### config.mk
export PLATFORM = sky130hd
export DESIGN_NAME = checking_empty_level
export DESIGN_NICKNAME = d
export VERILOG_FILES = /design/src/rtl/checking_empty_level.sv
export SDC_FILE = /design/constraint.sdc
export NUM_CORES = 1
export LEC_CHECK = 0
export CAP_MARGIN = 40
export CORE_UTILIZATION = 35
export DETAILED_ROUTE_END_ITERATION = 8
export GPL_TIMING_DRIVEN = 0
export PLACE_DENSITY_LB_ADDON = 0.05
export SYNTH_ARGS = -nofsm -noshare
export SYNTH_HDL_FRONTEND = slang
export SYNTH_SLANG_ARGS = --single-unit
### constraint.sdc
create_clock -name rdclk -period 7.8 [get_ports rdclk]
set_clock_uncertainty 0.2 [all_clocks]
set_input_delay 2.34 -clock rdclk [delete_from_list [all_inputs] [get_ports rdclk]]
set_output_delay 2.34 -clock rdclk [all_outputs]
set_load 0.005 [all_outputs]
### src/rtl/checking_empty_level.sv
// Read-domain side of the asynchronous FIFO: write-pointer synchroniser, read pointers,
// and registered empty / almost_empty / fill level / sticky underflow flags.
module checking_empty_level #(
    parameter int Addr      = 3,
    parameter int AE_THRESH = 2
) (
    input  logic            rdclk,
    input  logic            rst,
    input  logic [Addr:0]   wrptr,
    input  logic            rdreq,
    output logic            rden,
    output logic [Addr:0]   rdaddr,
    output logic [Addr:0]   rdptr,
    output logic            empty_reg,
    output logic            almost_empty,
    output logic [Addr:0]   rd_level,
    output logic            underflow
);

    localparam logic [Addr:0] AeLimit = (Addr+1)'(AE_THRESH);
    localparam logic [Addr:0] One     = (Addr+1)'(1);

    logic [Addr:0] wq1;
    logic [Addr:0] wq2;
    logic [Addr:0] rdnext;
    logic [Addr:0] rdnext_gray;
    logic [Addr:0] wbin;
    logic [Addr:0] level_next;

    function automatic logic [Addr:0] bin2gray(input logic [Addr:0] b);
        return b ^ (b >> 1);
    endfunction

    function automatic logic [Addr:0] gray2bin(input logic [Addr:0] g);
        logic [Addr:0] b;
        b = g;
        for (int i = Addr - 1; i >= 0; i--) begin
            b[i] = b[i+1] ^ g[i];
        end
        return b;
    endfunction

    assign rden        = rdreq & ~empty_reg;
    assign rdnext      = rden ? rdaddr + One : rdaddr;
    assign rdnext_gray = bin2gray(rdnext);
    assign wbin        = gray2bin(wq2);
    // Modular difference handles pointer wrap; the extra MSB keeps full distinct from empty.
    assign level_next  = wbin - rdnext;

    always_ff @(posedge rdclk or posedge rst) begin
        if (rst) begin
            wq1          <= '0;
            wq2          <= '0;
            rdaddr       <= '0;
            rdptr        <= '0;
            empty_reg    <= 1'b1;
            almost_empty <= 1'b1;
            rd_level     <= '0;
            underflow    <= 1'b0;
        end else begin
            // Two-flop synchroniser stage; only wq2 feeds the flag logic.
            wq1          <= wrptr;
            wq2          <= wq1;
            rdaddr       <= rdnext;
            rdptr        <= rdnext_gray;
            empty_reg    <= (rdnext_gray == wq2);
            rd_level     <= level_next;
            almost_empty <= (level_next <= AeLimit);
            underflow    <= underflow | (rdreq & empty_reg);
        end
    end

endmodule

==> flow_metrics.tcl, run 1 <==
set metrics [dict create \
    vias 590 \
    holdCritPathClass "reg -> reg" \
    stdcell_area_um2 1320 \
    syn_area_per_cell_um2 13.5 \
    critical_path_class "in -> out" \
    vias_per_cell 4.44 \
    core_um2 2760 \
    worst_pin_slew_ps 806 \
    reg2reg_slack_ps 5060 \
    end_kind "output port" \
    io_buffers 22 \
    setup_tns_ps 0 \
    drc 0 \
    cts_hold_buf 0 \
    synthCells 76 \
    post_cts_buffers 0 \
    fin_nets 114 \
    status "complete, no violations" \
    die_width_um 56.1 \
    crit_arrival_ps 3580 \
    ys.flop_type "dfrtp_1" \
    clk_pin_slew_ps 120 \
    p_per_area_nw_per_um2 441 \
    syn_nets 87 \
    seq_power_share 0.328 \
    crit_path_start_kind "primary input" \
    grt_pass1_wl_um 2880 \
    fin_hold_ws_ps 162 \
    drt_iter0_drc 16 \
    hold_viol_final 0 \
    pin_count 23 \
    setup_viol 0 \
    finish.utilization 0.479 \
    slew-limit-headroom 0.462 \
    clock-root-buffer "clkbuf_4" \
    grt_max_degree 23 \
    clock_latency_ps 310 \
    gp_congestion 0.659 \
    p_int_mw 0.371 \
    period_share 0.785 \
    synth.distinct_cells 28 \
    peakVddDrop_mv 0.270 \
    antenna_found_initial 0 \
    fmax_ghz 0.163 \
    power_switching_mw 0.212 \
    cts_buffers 3 \
    post-route-min-period_ps 6120 \
    clk_path_buf_depth 2 \
    initial_utilization 0.372 \
    ant_nets 0 \
    drt_wl_total_um 1600 \
    clockPowerShare 0.109 \
    grt_usage 0.123 \
    die_area_um2 3150 \
    cp.required_ps 5260 \
    grt-ovfl-total 0 \
    dpl_cell_area_um2 1280 \
    dpl.hpwl_um 1200 \
    maxSlewViolCount 0 \
    htree_levels 1 \
    maxCapViolations 0 \
    power.leakage_nw 0.562 \
    async_flop_share 1.00 \
    syn_area_um2 1020 \
    area_delta_synth_final_pct 28.8 \
    postCtsResizedCells 0 \
    yosys.area.top_type "dfrtp_1" \
    critPathMaxFanout 4 \
    cts_tree "built" \
    p_comb_frac 0.563 \
    cts_sinks 22 \
    die_y_um 56.1 \
    grt_pass1_vias 646 \
    drt-wirelength-per-cell_um 12.0 \
    drive_gt1_frac 0.167 \
    yosysSeqAreaShare 0.540 \
    yosysWarnings 0 \
    fp-row-count 19 \
    synth_edf_count 0 \
    rsz0062_at_grt "false" \
    synthTopCellsByArea "dfrtp_1 (49%), xnor2_1 (9.4%), dfstp_2 (5.1%), mux2i_1 (4.9%), ha_1 (3.7%)" \
    fillers 253 \
    yosysTopAreaCellShare 0.488 \
    switching_share 0.363 \
    ys_ff_latch 22 \
    drt_pass1_iterations 4 \
    antenna_cells 0 \
]
worst paths after layout:
check / startpoint / end / cells past startpoint
worst max-delay path: rdreq / rden / 4
worst min-delay path: wq1[1]$_DFF_PP0_ / wq2[1]$_DFF_PP0_ / 0
worst max register to register: rdaddr[0]$_DFF_PP0_ / rd_level[3]$_DFF_PP0_ / 7
worst min register to register: wq1[1]$_DFF_PP0_ / wq2[1]$_DFF_PP0_ / 0
max in group asynchronous: rst / rdptr[1]$_DFF_PP0_ / 2
min in group asynchronous: rst / rd_level[3]$_DFF_PP0_ / 2
through the flow:
step / total power, mW / setup slack, ps / cells
2_1_floorplan: 0.408 / 2780 / 76
3_3_place_gp: 0.522 / 1680 / 129
3_5_place_dp: 0.525 / 1680 / 129
4_1_cts: 0.592 / 1670 / 133
5_1_grt: 0.629 / 1620 / 133
6_report: 0.582 / 1680 / 133
critical path, cell delays in order:
cell	delay, ps
clkdlybuf4s50_1	560
nand2b_4	100
inv_2	90
clkdlybuf4s50_1	500
metal layers:
metal	GRT usage	share of wire	vias up
li1	-	-	294
met1	0.140	0.44	275
met2	0.204	0.49	16
met3	0.0256	0.045	5
met4	0.0836	0.029	0
met5	0	0	-
cell usage in the layout (no fill, tap or decap), drive strengths merged, types with 2 or more instances in the layout:
master,count
xnor2,11
xor2,4
clkdlybuf4s50,22
nor2b,2
nand2,3
a21oi,2
dfstp,2
mux2i,6
nor2,2
ha,3
clkbuf,4
inv,8
dfrtp,20
area by class of cell:
type | count | area [µm²] | share of cell area
plain buffers | 1 | 7.51 | 0.00569
clock buffers | 4 | 36.3 | 0.0275
inverters | 8 | 30.0 | 0.0227
multi-input cells | 45 | 434 | 0.329
flip-flops and latches | 22 | 553 | 0.419
well taps | 31 | 38.8 | 0.0294
repair buffers | 22 | 220 | 0.167
power by group through the flow:
stage | Sequential (mW) | Clock (mW) | Combinational, mW
final | 0.191 | 0.0633 | 0.328
after global routing | 0.197 | 0.0717 | 0.361
after detailed placement | 0.195 | 0 | 0.330
after global placement | 0.192 | 0 | 0.330
after floorplan | 0.195 | 0 | 0.213
after CTS | 0.192 | 0.0666 | 0.333
cell families after synthesis:
kind of cell,share of synthesized area
AOI/OAI and AO/OA,0.0330
xor gates and xnor gates,0.176
adders and majority gates,0.0562
buffers and inverters,0.0366
DFF,0.540
muxes,0.0623
and+or+nand+nor,0.0965
Yosys cell counts, types with 2 or more instances:
library cell and n:
ha_1 3, nand2_1 3, nor2_1 2, inv_2 4
xnor2_1 11, mux2i_1 5, xor2_1 2, dfstp_2 2
a21oi_1 2, inv_1 4, dfrtp_1 20, nor2b_1 2
Note: power is estimated with default switching activity, not from simulation.
==> run 2: changes to the inputs <==
==> constraint.sdc (replaced) <==
create_clock -name rdclk -period 5.1 [get_ports rdclk]
set_clock_uncertainty 0.2 [all_clocks]
set_input_delay 1.53 -clock rdclk [delete_from_list [all_inputs] [get_ports rdclk]]
set_output_delay 1.53 -clock rdclk [all_outputs]
set_load 0.005 [all_outputs]
==> results of run 2 <==
Same layout as run 1 (identical final DEF). Status: complete, no violations.
Among the figures that moved: setup slack after placement 1680 ps -> 597 ps; setup slack after layout 1680 ps -> 596 ps; register-to-register setup slack 5060 ps -> 2360 ps; total power 0.582 mW -> 0.891 mW; worst IR drop on VDD 0.270 mV -> 0.412 mV
